===== src/rtl/register_file_pkg.sv =====
// -----------------------------------------------------------------------------
// register_file_pkg
// Shared constants for the MIPS register file and the WB destination mux:
// default widths, register count and the architecturally fixed register
// numbers (r0 = zero, r31 = JAL link register).
// -----------------------------------------------------------------------------
package register_file_pkg;

    localparam int DATA_W   = 32;
    localparam int ADDR_W   = 5;
    localparam int NUM_REGS = 2 ** ADDR_W;

    localparam logic [4:0] REG_ZERO = 5'd0;
    localparam logic [4:0] REG_RA   = 5'd31;

    typedef logic [DATA_W-1:0] word_t;
    typedef logic [ADDR_W-1:0] reg_addr_t;

endpackage


===== src/rtl/register_file_if.sv =====
// -----------------------------------------------------------------------------
// register_file_if
// Bus bundle between the pipeline (master) and the register file (slave).
//   rd_addr_a/rd_data_a : read port A (rs), combinational
//   rd_addr_b/rd_data_b : read port B (rt), combinational
//   wr_en/wr_addr/wr_data : WB-stage write port
//   dbg_addr/dbg_data   : debug inspection port, never bypassed
//   wr_count            : saturating count of committed writes
// -----------------------------------------------------------------------------
interface register_file_if #(
    parameter int DATA_W = register_file_pkg::DATA_W,
    parameter int ADDR_W = register_file_pkg::ADDR_W
);

    logic [ADDR_W-1:0] rd_addr_a;
    logic [DATA_W-1:0] rd_data_a;
    logic [ADDR_W-1:0] rd_addr_b;
    logic [DATA_W-1:0] rd_data_b;
    logic              wr_en;
    logic [ADDR_W-1:0] wr_addr;
    logic [DATA_W-1:0] wr_data;
    logic [ADDR_W-1:0] dbg_addr;
    logic [DATA_W-1:0] dbg_data;
    logic [15:0]       wr_count;

    modport master (
        output rd_addr_a, rd_addr_b, wr_en, wr_addr, wr_data, dbg_addr,
        input  rd_data_a, rd_data_b, dbg_data, wr_count
    );

    modport slave (
        input  rd_addr_a, rd_addr_b, wr_en, wr_addr, wr_data, dbg_addr,
        output rd_data_a, rd_data_b, dbg_data, wr_count
    );

endinterface


===== src/rtl/register_file_read_port.sv =====
// -----------------------------------------------------------------------------
// regfile_read_port
// One combinational read port: selects the addressed register, forces r0 to
// zero and, when REGFILE_WR_BYPASS_EN is defined, forwards the in-flight WB
// write data on an address match.
//   regs    : flattened register array (entry i = regs[i])
//   rd_addr : register number to read
//   wr_en/wr_addr/wr_data : current write port, used only for forwarding
//   rd_data : read result
// Optional feature macro: REGFILE_WR_BYPASS_EN
// -----------------------------------------------------------------------------
module regfile_read_port
    import register_file_pkg::*;
#(
    parameter int DATA_W = register_file_pkg::DATA_W,
    parameter int ADDR_W = register_file_pkg::ADDR_W
) (
    input  logic [(2**ADDR_W)-1:0][DATA_W-1:0] regs,
    input  logic [ADDR_W-1:0]                  rd_addr,
    input  logic                               wr_en,
    input  logic [ADDR_W-1:0]                  wr_addr,
    input  logic [DATA_W-1:0]                  wr_data,
    output logic [DATA_W-1:0]                  rd_data
);

`ifdef REGFILE_WR_BYPASS_EN
    // Forwarding resolves the WB->ID hazard in the same cycle; r0 is excluded
    // so a discarded write to r0 can never leak onto a read port.
    always_comb begin
        rd_data = regs[rd_addr];
        if (wr_en && (wr_addr != '0) && (wr_addr == rd_addr)) begin
            rd_data = wr_data;
        end
        if (rd_addr == '0) begin
            rd_data = '0;
        end
    end
`else
    // Stored contents only; the hazard unit is responsible for same-cycle
    // WB->ID conflicts in this build.
    logic unused_bypass;
    assign unused_bypass = ^{wr_en, wr_addr, wr_data};

    always_comb begin
        rd_data = regs[rd_addr];
        if (rd_addr == '0) begin
            rd_data = '0;
        end
    end
`endif

endmodule


===== src/rtl/register_file.sv =====
// -----------------------------------------------------------------------------
// register_file
// 32-entry MIPS general-purpose register file: two combinational read ports
// (ID stage), one synchronous write port (WB stage), a debug read port and a
// saturating committed-write counter. r0 is hardwired to zero.
//   clk   : rising-edge clock
//   rst_n : asynchronous active-low reset, clears all registers and wr_count
//   bus   : register_file_if slave modport (read/write/debug ports, wr_count)
// Optional feature macro: REGFILE_WR_BYPASS_EN (write-to-read forwarding on
// ports A and B; the debug port is never bypassed).
// -----------------------------------------------------------------------------
module register_file
    import register_file_pkg::*;
#(
    parameter int DATA_W = register_file_pkg::DATA_W,
    parameter int ADDR_W = register_file_pkg::ADDR_W
) (
    input  logic            clk,
    input  logic            rst_n,
    register_file_if.slave  bus
);

    localparam int N_REGS = 2 ** ADDR_W;

    logic [N_REGS-1:0][DATA_W-1:0] regs_q, regs_d;
    logic [15:0]                   wr_count_q, wr_count_d;
    logic                          wr_commit;

    // A write to r0 is discarded entirely, including the counter update.
    assign wr_commit = bus.wr_en && (bus.wr_addr != ADDR_W'(REG_ZERO));

    // Next-state for the array and the counter; the counter sticks at
    // all-ones instead of wrapping.
    always_comb begin
        regs_d     = regs_q;
        wr_count_d = wr_count_q;
        if (wr_commit) begin
            regs_d[bus.wr_addr] = bus.wr_data;
            if (wr_count_q != 16'hFFFF) begin
                wr_count_d = wr_count_q + 16'd1;
            end
        end
    end

    // Reset has priority over any write presented on the same edge.
    always_ff @(posedge clk or negedge rst_n) begin
        if (!rst_n) begin
            regs_q     <= '0;
            wr_count_q <= '0;
        end else begin
            regs_q     <= regs_d;
            wr_count_q <= wr_count_d;
        end
    end

    regfile_read_port #(.DATA_W(DATA_W), .ADDR_W(ADDR_W)) u_port_a (
        .regs    (regs_q),
        .rd_addr (bus.rd_addr_a),
        .wr_en   (bus.wr_en),
        .wr_addr (bus.wr_addr),
        .wr_data (bus.wr_data),
        .rd_data (bus.rd_data_a)
    );

    regfile_read_port #(.DATA_W(DATA_W), .ADDR_W(ADDR_W)) u_port_b (
        .regs    (regs_q),
        .rd_addr (bus.rd_addr_b),
        .wr_en   (bus.wr_en),
        .wr_addr (bus.wr_addr),
        .wr_data (bus.wr_data),
        .rd_data (bus.rd_data_b)
    );

    assign bus.dbg_data = (bus.dbg_addr == '0) ? '0 : regs_q[bus.dbg_addr];
    assign bus.wr_count = wr_count_q;

endmodule


===== src/flat_wrapper.sv =====
// flat-port wrapper written by rule: the top's interface ports become plain ports
module register_file_flat import register_file_pkg::*;
#(
    parameter int DATA_W = register_file_pkg::DATA_W,
    parameter int ADDR_W = register_file_pkg::ADDR_W
)
  (clk, rst_n, bus_rd_addr_a, bus_rd_addr_b, bus_wr_en, bus_wr_addr, bus_wr_data, bus_dbg_addr, bus_rd_data_a, bus_rd_data_b, bus_dbg_data, bus_wr_count);
  register_file_if #(.DATA_W(DATA_W), .ADDR_W(ADDR_W)) bus_i ();
  input  logic clk;
  input  logic rst_n;
  input wire logic [$bits(bus_i.rd_addr_a)-1:0] bus_rd_addr_a;
  input wire logic [$bits(bus_i.rd_addr_b)-1:0] bus_rd_addr_b;
  input wire logic [$bits(bus_i.wr_en)-1:0] bus_wr_en;
  input wire logic [$bits(bus_i.wr_addr)-1:0] bus_wr_addr;
  input wire logic [$bits(bus_i.wr_data)-1:0] bus_wr_data;
  input wire logic [$bits(bus_i.dbg_addr)-1:0] bus_dbg_addr;
  output wire logic [$bits(bus_i.rd_data_a)-1:0] bus_rd_data_a;
  output wire logic [$bits(bus_i.rd_data_b)-1:0] bus_rd_data_b;
  output wire logic [$bits(bus_i.dbg_data)-1:0] bus_dbg_data;
  output wire logic [$bits(bus_i.wr_count)-1:0] bus_wr_count;
  assign bus_i.rd_addr_a = bus_rd_addr_a;
  assign bus_i.rd_addr_b = bus_rd_addr_b;
  assign bus_i.wr_en = bus_wr_en;
  assign bus_i.wr_addr = bus_wr_addr;
  assign bus_i.wr_data = bus_wr_data;
  assign bus_i.dbg_addr = bus_dbg_addr;
  assign bus_rd_data_a = bus_i.rd_data_a;
  assign bus_rd_data_b = bus_i.rd_data_b;
  assign bus_dbg_data = bus_i.dbg_data;
  assign bus_wr_count = bus_i.wr_count;
  register_file #(.DATA_W(DATA_W), .ADDR_W(ADDR_W)) u_core (.clk(clk), .rst_n(rst_n), .bus(bus_i));
endmodule

===== config.mk =====
export PLATFORM = sky130hd
export DESIGN_NAME = register_file_flat
export DESIGN_NICKNAME = d
export VERILOG_FILES = /design/src/rtl/register_file_pkg.sv /design/src/rtl/register_file_if.sv /design/src/rtl/register_file_read_port.sv /design/src/rtl/register_file.sv /design/src/flat_wrapper.sv
export SDC_FILE = /design/constraint.sdc
export NUM_CORES = 2
export LEC_CHECK = 0
export ABC_AREA = 0
export ABC_CLOCK_PERIOD_IN_PS = 2800
export BUFFER_PORTS_ARGS = -buffer_cell sky130_fd_sc_hd__buf_2
export CORE_MARGIN = 3
export CORE_UTILIZATION = 30
export CTS_BUF_LIST = sky130_fd_sc_hd__clkbuf_8
export DETAILED_ROUTE_END_ITERATION = 16
export PLACE_DENSITY = 0.5
export SYNTH_ARGS = -nofsm -noshare
export SYNTH_HDL_FRONTEND = slang
export SYNTH_SLANG_ARGS = --single-unit

===== constraint.sdc =====
create_clock -name clk -period 2.8 [get_ports clk]
set_clock_uncertainty 0.05 [all_clocks]
set_input_delay 0.42 -clock clk [delete_from_list [all_inputs] [get_ports clk]]
set_output_delay 0.42 -clock clk [all_outputs]
set_load 0.005 [all_outputs]

* Yosys cells after proc, flatten, opt, wreduce, memory -nomap -nowiden
Cells that the tools add are included.
** Operators by class
- Eq/ne operators :: 1
- Reductions and logical operators :: 7
- $add $sub $neg :: 1
- $lt $le $gt $ge :: 5
- Mux-type cells :: 12
** Operator list (number)
- $bwmux W1024 :: 1
- $bmux W32 S5 :: 3
- $mux W32 :: 7
- $demux W32 S5 :: 1
- $lt A5 B6 Y1 const B :: 4
- $add A16 B1 Y16 const B :: 1
- $ne A16 B16 Y1 const B :: 1
- $logic_not A5 Y1 :: 3
- $ge A5 B1 Y1 const B :: 1
- $reduce_bool A5 Y1 :: 1
- $logic_and A1 B1 Y1 :: 2
- $reduce_and A2 Y1 :: 1
** Word-level totals
- Register bits :: 1040
- Bits of input ports :: 55

* Depth between registers and ports, before layout
- Word-level depth :: 5
- Gate-level depth with buffers :: 7
- Mapped depth without buffers :: 5

* Hierarchy
A second synthesis with hierarchy kept.
** Second synthesis, totals
- Cell total of the unflattened synthesis :: 4360
- Area total of the unflattened synthesis :: 64234.1 um2
** By module, submodules not included
- register_file :: seq. area each 26025.0 um2, instances 1, area each 47498.1 um2, cells each 3032
- regfile_read_port :: seq. area each 0.0 um2, instances 2, area each 8368.0 um2, cells each 664

* Worst setup path before layout
Ideal clock, no wire load.
- Path type :: input -> output
- Start point :: input bus_dbg_addr[0]
- End point :: output bus_dbg_data[10]
- Stages on the path :: 6
- Arrival time :: 1.777 ns
- Buffers on the path :: 2
- Required time :: 2.330 ns
- Path slack :: 0.553 ns
- Cell sequence :: buf_2 > buf_2 > mux4_2 > nor2b_1 > a211oi_1 > a311oi_1
** On the way
- Cells in the longest elaborated chain, start to end :: 3
** RTL lines
- from (decl) :: line flat_wrapper.sv:16 : input wire logic [$bits(bus_i.dbg_addr)-1:0] bus_dbg_addr;
- $bmux W32 S5 :: line register_file.sv:74 : assign bus.dbg_data = (bus.dbg_addr == '0) ? '0 : regs_q[bus.dbg_addr];
- $mux W32 (implied by the code) :: line register_file.sv:74
- $mux W32 (*) :: line register_file.sv:74
- to (decl) :: line flat_wrapper.sv:19 : output wire logic [$bits(bus_i.dbg_data)-1:0] bus_dbg_data;
Every way passes the cells marked *; elsewhere a longest branch is shown, timed or not. The select of a mux whose other input is x is not followed.

* Worst setup path in the final report
- Start point :: register u_core.regs_q[36] (netlist bit)
- End point :: output bus_rd_data_a[4]
** On the way
- Cells in the longest elaborated chain, start to end :: 3
** RTL lines
- from (decl) :: line register_file.sv:25 : logic [N_REGS-1:0][DATA_W-1:0] regs_q, regs_d;
- from (signal assigned) :: line register_file.sv:51 : regs_q <= regs_d;
- $bmux W32 S5 :: line register_file_read_port.sv:45 : rd_data = regs[rd_addr];
- $mux W32 (implied by the code) :: line register_file_read_port.sv:45
- $mux W32 :: line register_file_read_port.sv:46 : if (rd_addr == '0) begin
- to (decl) :: line flat_wrapper.sv:17 : output wire logic [$bits(bus_i.rd_data_a)-1:0] bus_rd_data_a;
Every way passes these cells. The select of a mux whose other input is x is not followed.

==> out/metrics.yaml <==
worst_path_max_delay_cell: "mux4_2"
fillers: 19900
via_per_inst: 5.97
netlist.area_leader.share: 0.410
drt_pass1_iterations: 5
drc: 0
yosysTopAreaCell: "dfrtp_1"
syn_nets: 4415
cts_buffer_depth: 3
synth_cell_types: 49
synth_area_um2: 63500
ys_top_cells_by_area: "dfrtp_1 41%, mux4_2 24%, mux2_2 19%"
rrSetupSlack_ns: 0.79
place_ws_ns: -0.400
initial_utilization: 0.302
synthCells: 4359
maxCapViolations: 0
rows: 168
p_per_area_nw_per_um2: 631
grt_pass1_wl_um: 371000
via_count: 46500
startpoint_type: "flop"
violations: "negative setup slack"
worstPathRequired_ns: 2.33
layout_setup_ws_ns: -0.414
worstPathCellList: "mux4_2, mux2_4, o21ai_2, a311oi_2, buf_4, buf_2"
cp_max_fo: 4
synth-edff-count: 0
drive_gt1_frac: 0.648
grt_pass1_vias: 47800
slew_headroom: 0.0356
port_buffers: 166
clk_latency_ns: 0.95
dp_hpwl_um: 165000
synth_flop_cell: "dfrtp_1"
dp.cells: 7391
end_kind: "output pin"
grt.total_usage: 0.237
grt.overflow.total: 0
ant_nets: 0
die_h_um: 466
post_layout_nonfiller_instances: 7786
cts_tree: "built"
ys_warn_count: 0
grt_max_degree: 111
antenna_found_initial: 17
gp_congestion: 0.851
max_freq_mhz: 311
wl_per_cell_um: 33.4
area_growth_pct: 25.3
seq_area_frac_synth: 0.410
fp.dieW_um: 466
clk_pin_slew_ns: 0.06
slew_violations: 0
cp_top_family: "multiplexers"
max_stage_delay_ns: 0.48
ir_drop_mv: 0.545
synth-seq-cells: 1040
period_minus_slack_ns: 3.21
cts_buffers: 193
crit_arrival_ns: 2.74
leakage_nw: 33.4
worst-path-buf-inv: 2
run_status: "complete, but fails checks"
setup_viol: 96
nNetsFinal: 4874
io_pins: 167
fin_crit_sh: 1.15
postRouteWirelength_um: 260000
dieArea_um2: 217000
root_buffer: "clkbuf_8"
drt_iter0_markers: 4507
rsz0062_at_grt: "yes"
htree_num_levels: 4
worstMarginPinSlew_ns: 1.44
syn_avg_cell_area_um2: 14.6
synth-async-reset-ratio: 1.00
cts_sinks: 1040
core_area_um2: 210000
finalHoldViolations: 0
crit_type: "flop to output pin"
hp-class: "primary input to flop"
[worst register-to-register path, cell delays in order (launching register included)]
cell     delay [ns]
dfrtp_1        0.41
ha_1           0.29
nand2_1        0.12
nor4_4         0.54
nor4b_1        0.36
xor2_1         0.17
[cell usage in the layout, fill, tap and decap left out, types with 28 or more instances in the layout]
cell type	n
dfrtp_1	1039
mux2_2	1027
mux4_2	672
buf_4	403
clkbuf_8	253
mux2i_1	190
buf_12	186
buf_2	137
nor2b_1	84
o21ai_2	84
a22oi_1	73
a211oi_2	71
mux2_4	61
nand2_1	60
inv_1	58
o21ai_1	50
a221oi_2	44
a311oi_2	43
a311oi_1	33
buf_6	32
dlygate4sd3_1	28
[final timing paths]
| path | startpoint | end | cells past startpoint |
|---|---|---|---|
| hold / removal | bus_wr_data[22] | u_core.regs_q[150] | 2 |
| setup / recovery | u_core.regs_q[36] | bus_rd_data_a[4] | 6 |
| setup reg to reg | u_core.bus.wr_count[0] | u_core.bus.wr_count[14] | 5 |
| min in group asynchronous | rst_n | u_core.regs_q[865] | 3 |
| max in group asynchronous | rst_n | u_core.regs_q[1021] | 3 |
| hold reg to reg | u_core.regs_q[22] | u_core.regs_q[22] | 0 |
[kinds of logic after synthesis]
group                    Yosys count  synth area share
buffers and inverters            537            0.0401
flip-flops                      1040             0.410
AND/OR/NAND/NOR                  251            0.0217
AO/OA/AOI/OAI                    563            0.0639
XOR/XNOR                          14           0.00193
adder cells (fa/ha/maj)            1          0.000197
multiplexers                    1953             0.462
[per-stage QoR]
step	utilization	area, um^2	hold WS [ns]	power (mW)	TNS, ns
after floorplan	-	63500	0.0744	28.5	0
after global routing	0.378	79500	0.0349	52.4	-35.24
after detailed placement	0.345	72500	0.355	33.3	-17.94
after global placement	0.345	72500	0.345	33.0	-15.93
after CTS	0.374	78500	0.000430	50.0	-32.97
final	0.379	79500	0.0628	50.2	-25.28
[Yosys cell counts (all sizes together) (3+ instances only)]
| master | number |
|---|---|
| nand2 | 75 |
| nor2 | 25 |
| o21ai | 166 |
| nor2b | 102 |
| mux4 | 672 |
| nand3 | 10 |
| nor4 | 3 |
| nand2b | 4 |
| buf | 260 |
| a211oi | 103 |
| mux2 | 1089 |
| a22oi | 96 |
| nand3b | 3 |
| nand4b | 3 |
| or4 | 3 |
| inv | 7 |
| dfrtp | 1040 |
| and2 | 4 |
| a311oi | 96 |
| and3 | 4 |
| xor2 | 12 |
| clkbuf | 270 |
| o2111ai | 27 |
| mux2i | 192 |
| a221oi | 69 |
| nor3b | 4 |
| or2 | 5 |
[area by class of cell]
| type | instances | area, um^2 | area share |
|---|---|---|---|
| Antenna cell | 9 | 22.5 | 0.000283 |
| Clock buffer | 253 | 3480 | 0.0438 |
| Clock inverter | 96 | 584 | 0.00735 |
| Inverter | 7 | 33.8 | 0.000425 |
| Multi-Input combinational cell | 2783 | 37600 | 0.474 |
| Sequential cell | 1040 | 26000 | 0.327 |
| Tap cell | 2805 | 3510 | 0.0442 |
| Timing Repair Buffer | 793 | 8180 | 0.103 |
[metal layers]
metal,part of all wire,up-vias,track usage
met5,0.00010,-,0
met4,0.046,4,0.0958
met3,0.072,533,0.0474
met2,0.47,2202,0.376
met1,0.42,25300,0.317
li1,-,18400,-
[power by group]
part	switching (mW)	internal (mW)
clock	7.17	8.52
combinational	5.55	8.09
sequential	2.92	17.9
[sequential cells by signal, summed over array words and instances (netlist names)]
name,cells
u_core.regs_q,1024
u_core.bus.wr_count,16
[timing repair]
action / in CTS / in global routing
pin swaps: 108 / 80
gates cloned: 1 / 0
hold buffers: 28 / 0
setup buffers: 42 / 14
endpoints found under the hold margin: 1327 / 0
endpoints found under the setup margin: 96 / 96
gates resized for setup: 475 / 170
No activity file was read; power rests on OpenSTA's default activity.
